<file path="src/rtl/mem_stage_if.sv">
`default_nettype none
// =====================================================================
// mem_stage_if : req/ack data-memory port between mem_stage and memory
// Rev 1.0
// =====================================================================
interface mem_stage_if;
  logic        dm_req;
  logic        dm_we;
  logic [31:0] dm_addr;
  logic [31:0] dm_wdata;
  logic [31:0] dm_rdata;
  logic        dm_ack;

  modport master (
    output dm_req, dm_we, dm_addr, dm_wdata,
    input  dm_rdata, dm_ack
  );

  modport slave (
    input  dm_req, dm_we, dm_addr, dm_wdata,
    output dm_rdata, dm_ack
  );
endinterface
`default_nettype wire

</file>
<file path="src/rtl/mem_stage.sv">
`default_nettype none
// =====================================================================
// mem_stage : pipeline memory-access stage, LW/SW over req/ack port
// Rev 1.0
// =====================================================================
module mem_stage #(
  parameter logic [5:0]  OP_LW   = 6'h23,
  parameter logic [5:0]  OP_SW   = 6'h2B,
  parameter int unsigned TIMEOUT = 16
) (
  input  wire logic        clk,
  input  wire logic        rst_n,
  input  wire logic [5:0]  op_mem_i,
  input  wire logic [31:0] alu_mem_i,
  input  wire logic [31:0] addr_mem_i,
  input  wire logic [4:0]  Ri_mem_i,
  mem_stage_if.master      dm,
  output logic             stall_o,
  output logic [5:0]       op_wb_o,
  output logic [31:0]      data_wb_o,
  output logic [4:0]       Ri_wb_o,
  output logic             wen_wb_o,
  output logic             mem_err_o
);

  localparam int unsigned c_cnt_w = (TIMEOUT < 2) ? 1 : $clog2(TIMEOUT);
  localparam logic [c_cnt_w-1:0] c_tmo_last = c_cnt_w'(TIMEOUT - 1);
  localparam logic [c_cnt_w-1:0] c_cnt_one  = c_cnt_w'(1);

  typedef enum logic [1:0] {
    S_IDLE = 2'd0,
    S_REQ  = 2'd1,
    S_DONE = 2'd2
  } state_t;

  state_t              state_q;
  logic                dm_req_q;
  logic                dm_we_q;
  logic [31:0]         dm_addr_q;
  logic [31:0]         dm_wdata_q;
  logic [31:0]         rdata_q;
  logic [c_cnt_w-1:0]  cnt_q;
  logic                err_q;
  logic [5:0]          op_wb_q;
  logic [31:0]         data_wb_q;
  logic [4:0]          Ri_wb_q;
  logic                wen_wb_q;
  logic                mem_err_q;

  logic w_is_mem;
  logic w_misalign;
  logic w_writes;

  assign w_is_mem   = (op_mem_i == OP_LW) || (op_mem_i == OP_SW);
  assign w_misalign = |addr_mem_i[1:0];
  assign w_writes   = !((op_mem_i == OP_SW) || (op_mem_i == 6'h04) ||
                        (op_mem_i == 6'h05) || (op_mem_i == 6'h02)) &&
                      (Ri_mem_i != 5'd0);

  // The held memory instruction retires in DONE, so only IDLE-with-mem and REQ stall.
  assign stall_o = (state_q == S_REQ) || ((state_q == S_IDLE) && w_is_mem);

  always_ff @(posedge clk or negedge rst_n) begin
    if (!rst_n) begin
      state_q    <= S_IDLE;
      dm_req_q   <= 1'b0;
      dm_we_q    <= 1'b0;
      dm_addr_q  <= '0;
      dm_wdata_q <= '0;
      rdata_q    <= '0;
      cnt_q      <= '0;
      err_q      <= 1'b0;
      op_wb_q    <= '0;
      data_wb_q  <= '0;
      Ri_wb_q    <= '0;
      wen_wb_q   <= 1'b0;
      mem_err_q  <= 1'b0;
    end else begin
      op_wb_q   <= '0;
      data_wb_q <= '0;
      Ri_wb_q   <= '0;
      wen_wb_q  <= 1'b0;
      mem_err_q <= 1'b0;
      case (state_q)
        S_IDLE: begin
          if (w_is_mem) begin
            // Cleared so a failed load retires with zero data.
            rdata_q <= '0;
            if (w_misalign) begin
              err_q   <= 1'b1;
              state_q <= S_DONE;
            end else begin
              dm_req_q   <= 1'b1;
              dm_we_q    <= (op_mem_i == OP_SW);
              dm_addr_q  <= addr_mem_i;
              dm_wdata_q <= alu_mem_i;
              cnt_q      <= '0;
              state_q    <= S_REQ;
            end
          end else begin
            op_wb_q   <= op_mem_i;
            data_wb_q <= alu_mem_i;
            Ri_wb_q   <= Ri_mem_i;
            wen_wb_q  <= w_writes;
          end
        end
        S_REQ: begin
          if (dm.dm_ack) begin
            rdata_q  <= dm.dm_rdata;
            dm_req_q <= 1'b0;
            state_q  <= S_DONE;
          end else if (cnt_q == c_tmo_last) begin
            dm_req_q <= 1'b0;
            err_q    <= 1'b1;
            state_q  <= S_DONE;
          end else begin
            cnt_q <= cnt_q + c_cnt_one;
          end
        end
        S_DONE: begin
          op_wb_q   <= op_mem_i;
          Ri_wb_q   <= Ri_mem_i;
          data_wb_q <= (op_mem_i == OP_LW) ? rdata_q : 32'h0;
          wen_wb_q  <= w_writes && !err_q;
          mem_err_q <= err_q;
          err_q     <= 1'b0;
          state_q   <= S_IDLE;
        end
        default: state_q <= S_IDLE;
      endcase
    end
  end

  assign dm.dm_req   = dm_req_q;
  assign dm.dm_we    = dm_we_q;
  assign dm.dm_addr  = dm_addr_q;
  assign dm.dm_wdata = dm_wdata_q;

  assign op_wb_o   = op_wb_q;
  assign data_wb_o = data_wb_q;
  assign Ri_wb_o   = Ri_wb_q;
  assign wen_wb_o  = wen_wb_q;
  assign mem_err_o = mem_err_q;

endmodule
`default_nettype wire

</file>
<file path="src/flat_wrapper.sv">
// flat-port wrapper written by rule: the top's interface ports become plain ports
module mem_stage_flat 
#(
  parameter logic [5:0]  OP_LW   = 6'h23,
  parameter logic [5:0]  OP_SW   = 6'h2B,
  parameter int unsigned TIMEOUT = 16
)
  (clk, rst_n, op_mem_i, alu_mem_i, addr_mem_i, Ri_mem_i, stall_o, op_wb_o, data_wb_o, Ri_wb_o, wen_wb_o, mem_err_o, dm_dm_req, dm_dm_we, dm_dm_addr, dm_dm_wdata, dm_dm_rdata, dm_dm_ack);
  mem_stage_if dm_i ();
  input  wire logic clk;
  input  wire logic rst_n;
  input  wire logic [5:0] op_mem_i;
  input  wire logic [31:0] alu_mem_i;
  input  wire logic [31:0] addr_mem_i;
  input  wire logic [4:0] Ri_mem_i;
  output logic stall_o;
  output logic [5:0] op_wb_o;
  output logic [31:0] data_wb_o;
  output logic [4:0] Ri_wb_o;
  output logic wen_wb_o;
  output logic mem_err_o;
  output wire logic [$bits(dm_i.dm_req)-1:0] dm_dm_req;
  output wire logic [$bits(dm_i.dm_we)-1:0] dm_dm_we;
  output wire logic [$bits(dm_i.dm_addr)-1:0] dm_dm_addr;
  output wire logic [$bits(dm_i.dm_wdata)-1:0] dm_dm_wdata;
  input wire logic [$bits(dm_i.dm_rdata)-1:0] dm_dm_rdata;
  input wire logic [$bits(dm_i.dm_ack)-1:0] dm_dm_ack;
  assign dm_dm_req = dm_i.dm_req;
  assign dm_dm_we = dm_i.dm_we;
  assign dm_dm_addr = dm_i.dm_addr;
  assign dm_dm_wdata = dm_i.dm_wdata;
  assign dm_i.dm_rdata = dm_dm_rdata;
  assign dm_i.dm_ack = dm_dm_ack;
  mem_stage #(.OP_LW(OP_LW), .OP_SW(OP_SW), .TIMEOUT(TIMEOUT)) u_core (.clk(clk), .rst_n(rst_n), .op_mem_i(op_mem_i), .alu_mem_i(alu_mem_i), .addr_mem_i(addr_mem_i), .Ri_mem_i(Ri_mem_i), .dm(dm_i), .stall_o(stall_o), .op_wb_o(op_wb_o), .data_wb_o(data_wb_o), .Ri_wb_o(Ri_wb_o), .wen_wb_o(wen_wb_o), .mem_err_o(mem_err_o));
endmodule
</file>
<file path="config.mk">
export PLATFORM = sky130hd
export DESIGN_NAME = mem_stage_flat
export DESIGN_NICKNAME = d
export VERILOG_FILES = /design/src/rtl/mem_stage_if.sv /design/src/rtl/mem_stage.sv /design/src/flat_wrapper.sv
export SDC_FILE = /design/constraint.sdc
export NUM_CORES = 1
export LEC_CHECK = 0
export ABC_AREA = 1
export CAP_MARGIN = 30
export CORE_ASPECT_RATIO = 2
export CORE_MARGIN = 3
export CORE_UTILIZATION = 30
export CTS_BUF_LIST = sky130_fd_sc_hd__clkbuf_4 sky130_fd_sc_hd__clkbuf_8
export DETAILED_ROUTE_END_ITERATION = 12
export GPL_TIMING_DRIVEN = 0
export PLACE_DENSITY_LB_ADDON = 0.25
export SLEW_MARGIN = 0
export SYNTH_ARGS = -nofsm -noshare
export SYNTH_HDL_FRONTEND = slang
export SYNTH_SLANG_ARGS = --single-unit
</file>
<file path="constraint.sdc">
create_clock -name clk -period 1.9 [get_ports clk]
set_clock_uncertainty 0.15 [all_clocks]
set_input_delay 0.19 -clock clk [delete_from_list [all_inputs] [get_ports clk]]
set_output_delay 0.19 -clock clk [all_outputs]
set_load 0.01 [all_outputs]
</file>
## Yosys cells after proc, flatten, opt, wreduce, memory -nomap -nowiden

Index checks and enable logic that the tools add are counted.

| storage, ports and cells | value |
|---|---|
| bits in registers | 150 |
| input port bits | 110 |
| output and inout port bits | 112 |
| logic and storage cells | 85 |

| cells by class | value |
|---|---|
| $add $sub $neg | 1 |
| equality and inequality tests | 16 |
| mux-type cells | 33 |
| bitwise gates (word level) | 1 |
| reduce and logical (&&, ||, !) cells | 21 |

Operators with widths:

| cell | count |
|---|---|
| 32-bit 2-to-1 mux | 4 |
| 32-bit case mux with 2 select lines | 2 |
| 4-bit 2-to-1 mux | 4 |
| 6-bit by 3-bit equality test with 1-bit output, second input constant | 2 |
| 6-bit equality test, second input constant | 2 |
| 6-bit case mux with 2 select lines | 1 |
| 1-bit 2-to-1 mux | 10 |
| 2-bit != test, second input constant | 5 |
| 5-bit case mux with 2 select lines | 1 |
| 5-bit AND reduction | 2 |
| 2-bit 2-to-1 mux | 4 |
| 4-bit case mux with 2 select lines | 1 |
| 6-bit by 2-bit equality test with 1-bit output, second input constant | 1 |
| 6-bit 2-to-1 mux | 1 |
| 3-bit AND reduction | 2 |
| 1-bit logical OR | 5 |
| 5-bit 2-to-1 mux | 1 |
| 5-bit nonzero test | 1 |
| 4-bit by 1-bit adder with 4-bit output, second input constant | 1 |
| 4-bit equality test, second input constant | 1 |
| 2-bit by 1-bit != test with 1-bit output, second input constant | 2 |
| 1-bit case mux with 2 select lines | 2 |
| 2-bit case mux with 2 select lines | 1 |
| 4-bit AND reduction | 1 |
| 12 further kinds | 15 |

## Logic depth before layout (Yosys ltp)

| logic depth | value |
|---|---|
| word-level depth | 8 |
| mapped depth | 8 |
| depth with buffers taken out | 8 |

## Least setup slack after synthesis

No wires, ideal clock.

| path | value |
|---|---|
| kind | register to register |
| start | register u_core.cnt_q[0] |
| end | register u_core.cnt_q[0] |
| library setup time | 65 ps |
| data arrival time | 1334 ps |
| setup slack | 351 ps |
| cell stages (with the launch flop) | 8 |
| buffers on the path | 0 |
| clock period less this slack | 1549 ps |
| cells stage by stage | dfrtp_1 > ha_1 > nand2_1 > nor2_1 > nor2_1 > inv_1 > or2_2 > nand2_1 |

| on the way | value |
|---|---|
| word-level cells in the longest chain between the ends | 4 |

RTL lines:

| element | RTL line | RTL |
|---|---|---|
| start, declared | mem_stage.sv:42 | `logic [c_cnt_w-1:0] cnt_q;` |
| start signal, assigned | mem_stage.sv:117 | `cnt_q <= cnt_q + c_cnt_one;` |
| 4-bit by 1-bit adder with 4-bit output | mem_stage.sv:117 |  |
| 4-bit 2-to-1 mux | mem_stage.sv:112 | `end else if (cnt_q == c_tmo_last) begin` |
| 4-bit 2-to-1 mux | mem_stage.sv:108 | `if (dm.dm_ack) begin` |
| 4-bit case mux with 2 select lines | mem_stage.sv:84 | `case (state_q)` |

Parallel ways exist; a longest one is shown, timed or not. The select of a mux whose other input is x is not followed.
A chain may end at the register's enable or synchronous reset.

## Final worst setup path

| path | value |
|---|---|
| start | register u_core.state_q[0] |
| end | output stall_o |

| on the way | value |
|---|---|
| word-level cells in the longest chain between the ends | 3 |

RTL lines:

| element | RTL line | RTL |
|---|---|---|
| start, declared | mem_stage.sv:36 | `state_t state_q;` |
| start signal, assigned | mem_stage.sv:65 | `state_q <= S_IDLE;` |
| start signal, assigned | mem_stage.sv:91 | `state_q <= S_DONE;` |
| start signal, assigned | mem_stage.sv:98 | `state_q <= S_REQ;` |
| 2-bit zero test | mem_stage.sv:61 | `assign stall_o = (state_q == S_REQ) \|\| ((state_q == S_IDLE) && w_is_mem);` |
| 1-bit logical AND | mem_stage.sv:61 |  |
| 1-bit logical OR * | mem_stage.sv:61 |  |
| end, declared | flat_wrapper.sv:16 | `output logic stall_o;` |

Every way passes the cells marked *; elsewhere a longest branch is shown, timed or not.

==> results.json <==
{
  "worstReg2RegStart": "u_core.state_q[0]",
  "drt_drc_violations_left": 0,
  "min_from": "addr_mem_i[20]",
  "crit_arrival_ns": 1.43,
  "nFillCells": 1942,
  "cp-start-kind": "flip-flop",
  "most_area_hungry_cell_type_in_the_yosys_netlist": "sky130_fd_sc_hd__dfrtp_1",
  "min_path_cells": 3,
  "synth.lib_cells_used.distinct": 28,
  "ctsRootBufferMaster": "sky130_fd_sc_hd__clkbuf_8",
  "report.final.hold_viol_count": 0,
  "worst_slew_margin_rel": 0.597,
  "clock_insertion_delay_worst_skew_ns": 0.44,
  "placement.cell_area_um2": 8590,
  "layout_overhead_on_the_synthesized_area_pct": 49.3,
  "hold_slack_ns": 0.133,
  "max-vdd-ir-drop_uv": 344,
  "wirelength_um": 18600,
  "detailroute.via_count": 5101,
  "firstDrtPassIters": 4,
  "antenna_found_initial": 0,
  "synth_area_um2": 6020,
  "post_synth_main_area_contributors": "sky130_fd_sc_hd__dfrtp_1 62%, sky130_fd_sc_hd__nand2_1 11%, sky130_fd_sc_hd__nand3_1 6.3%",
  "p_clk_frac": 0.307,
  "wire_length_of_the_first_global_routing_pass_um": 29200,
  "mostFrequentLayoutCell": "sky130_fd_sc_hd__clkdlybuf4s50_1",
  "number_of_global_route_vias_before_repair": 5305,
  "clock_path_buffers": 2,
  "cts-htree-levels": 4,
  "layout_min_cycle_time_ns": 1.77,
  "setup_repair_after_global_routing_missed_its_margin": "false",
  "number_of_diodes_added_for_antenna_fixing": 0,
  "worstSetupPathType": "flip-flop to output pin",
  "fp.dieW_um": 106,
  "synthCells": 639,
  "hpwl_um": 14200,
  "synth.top_cell.area_share": 0.623,
  "ys_seq_elements": 150,
  "finalWeightedCongestion": 0.790,
  "coreArea_um2": 19500,
  "placementRows": 72,
  "power_switching_mw": 2.00,
  "end_kind": "output pin",
  "worstRegToRegCells": 8,
  "pin_count_of_the_biggest_net_entering_global_routing": 88,
  "synth_seq_area_share": 0.623,
  "part_of_the_total_power_dissipated_in_sequential_elements": 0.492,
  "cell_internal_pwr_mw": 5.41,
  "worst_setup_hold_path_clk_slew_ns": 0.08,
  "routed_via_density": 4.41,
  "initial_utilization": 0.308,
  "number_of_buffer_cells_added_on_primary_ports": 221,
  "tns_ns": 0,
  "grt_use_total": 0.176,
  "layout_worst_path_cycle_share": 0.932,
  "worst-slew-pin-transition_ns": 0.604,
  "final_area_um2": 8990,
  "synthesis_warnings": 0,
  "i_o_pins": 222,
  "cts.sinks": 150,
  "r2r-end": "u_core.dm.dm_wdata[28]",
  "die_height_um": 206,
  "worst-endpoint-required_ns": 1.56,
  "layout-drive-gt1-share": 0.0892,
  "path_max_fanout": 8,
  "postSynthAreaPerCell_um2": 9.42,
  "timing.hold.worst.class": "input pin to flip-flop",
  "detail-route-antenna-nets": 0,
  "power.share.switching": 0.270,
  "cts_tree": "built",
  "outcome": "complete, no violations",
  "finalMaxSlewViolations": 0,
  "global_route.overflow_total": 0,
  "power.density_nw_per_um2": 824,
  "layout_common_cells": "219 x sky130_fd_sc_hd__clkdlybuf4s50_1, 180 x sky130_fd_sc_hd__nand2_1, 150 x sky130_fd_sc_hd__dfrtp_1, 84 x sky130_fd_sc_hd__inv_1, 76 x sky130_fd_sc_hd__nand3_1",
  "worst_hold_endpoint": "u_core.dm.dm_addr[20]",
  "finalSetupViolCount": 0,
  "first_iter_violations": 267,
  "drt-wirelength-per-cell_um": 16.1,
  "syn-num-nets": 750,
  "design.die.area_um2": 21900,
  "cts_inserted_buffers": 17,
  "nNetsFinal": 995,
  "drv_cap": 0,
  "p_leak_nw": 4.29,
  "timing.fmax_mhz": 565,
  "r2r_setup_slack_ns": 0.13,
  "comb_power_share": 0.201
}
worst max-delay path by stage:
stage	startpoint	end	slack, ns	depth (start not counted)
3_5_place_dp	op_mem_i[1]	stall_o	-0.37	6
4_1_cts	u_core.state_q[0]	stall_o	0.09	5
3_3_place_gp	rst_n	u_core.dm.dm_wdata[23]	-5.82	1
6_report	u_core.state_q[0]	stall_o	0.13	5
2_1_floorplan	u_core.cnt_q[0]	u_core.cnt_q[0]	0.35	7
5_1_grt	u_core.state_q[0]	u_core.data_wb_o[22]	0.003	7
synthesized netlist by cell type (all sizes together):
| library cell | n |
|---|---|
| buf | 23 |
| clkbuf | 9 |
| dfrtp | 150 |
| ha | 1 |
| inv | 89 |
| nand2 | 183 |
| nand3 | 79 |
| nand4 | 4 |
| nor2 | 31 |
| nor3 | 2 |
| nor3b | 1 |
| o21ai | 33 |
| o22ai | 32 |
| or2 | 1 |
| xor2 | 1 |
sequential cells by signal, summed over array words and instances (netlist names):
name                count
u_core.dm.dm_we         1
u_core.dm.dm_addr      32
u_core.err_q            1
u_core.cnt_q            4
u_core.wen_wb_o         1
u_core.dm.dm_req        1
u_core.Ri_wb_o          5
u_core.mem_err_o        1
u_core.dm.dm_wdata     32
u_core.op_wb_o          6
u_core.data_wb_o       32
u_core.state_q          2
u_core.rdata_q         32
routing by layer:
layer / part of all wire / vias to the layer above / global-route usage
met5: 0 / - / 0
met4: 0.028 / 0 / 0.0787
met3: 0.051 / 26 / 0.0378
met2: 0.57 / 169 / 0.334
met1: 0.35 / 2388 / 0.182
li1: - / 2518 / -
metrics by stage:
stage	cells	util	setup WS [ns]	power, mW
CTS	1156	0.460	0.0871	7.53
global placement	1119	0.438	-5.82	5.20
detailed placement	1120	0.439	-0.365	5.22
finish	1156	0.460	0.130	7.41
floorplan	639	-	0.351	4.19
global route	1156	0.460	0.00334	7.83
worst max-delay path, stage by stage (launching register included):
cell	delay, ns
sky130_fd_sc_hd__dfrtp_1	0.36
sky130_fd_sc_hd__buf_4	0.17
sky130_fd_sc_hd__nor2_4	0.14
sky130_fd_sc_hd__nand3_4	0.10
sky130_fd_sc_hd__nand2_4	0.09
sky130_fd_sc_hd__buf_2	0.13
timing repair:
item                       4_1_cts  5_1_grt
hold endpoints to repair        63        0
pin swaps                        2        0
setup buffers                    3        0
setup endpoints to repair        1        1
hold buffers                     1        0
gates resized for setup          8        1
cells by family (layout without fill, tap and decap cells):
family / after synthesis / in the layout / share of synthesized area
AND/OR/NAND/NOR: 301 / 301 / 0.222
flip-flops: 150 / 150 / 0.623
buffers and inverters: 121 / 379 / 0.0889
AO/OA/AOI/OAI: 65 / 65 / 0.0619
adder cells (fa/ha/maj): 1 / 1 / 0.00208
XOR/XNOR: 1 / 1 / 0.00145
cell type report:
cell class	instances	area, um2	area share
repair buffers	226	2270	0.252
well taps	259	324	0.0360
inverters	89	334	0.0371
multi-input cells	368	1750	0.194
clock inverters	13	109	0.0121
clock buffers	19	255	0.0284
flip-flops and latches	150	3750	0.417
plain buffers	32	201	0.0224
power by group through the flow:
stage	sequential [mW]	clock, mW	combinational [mW]
global placement	3.70	0	1.50
global route	3.69	2.52	1.62
detailed placement	3.71	0	1.51
CTS	3.65	2.36	1.52
finish	3.64	2.28	1.49
floorplan	3.84	0	0.342
(Power assumes the default switching activity.)
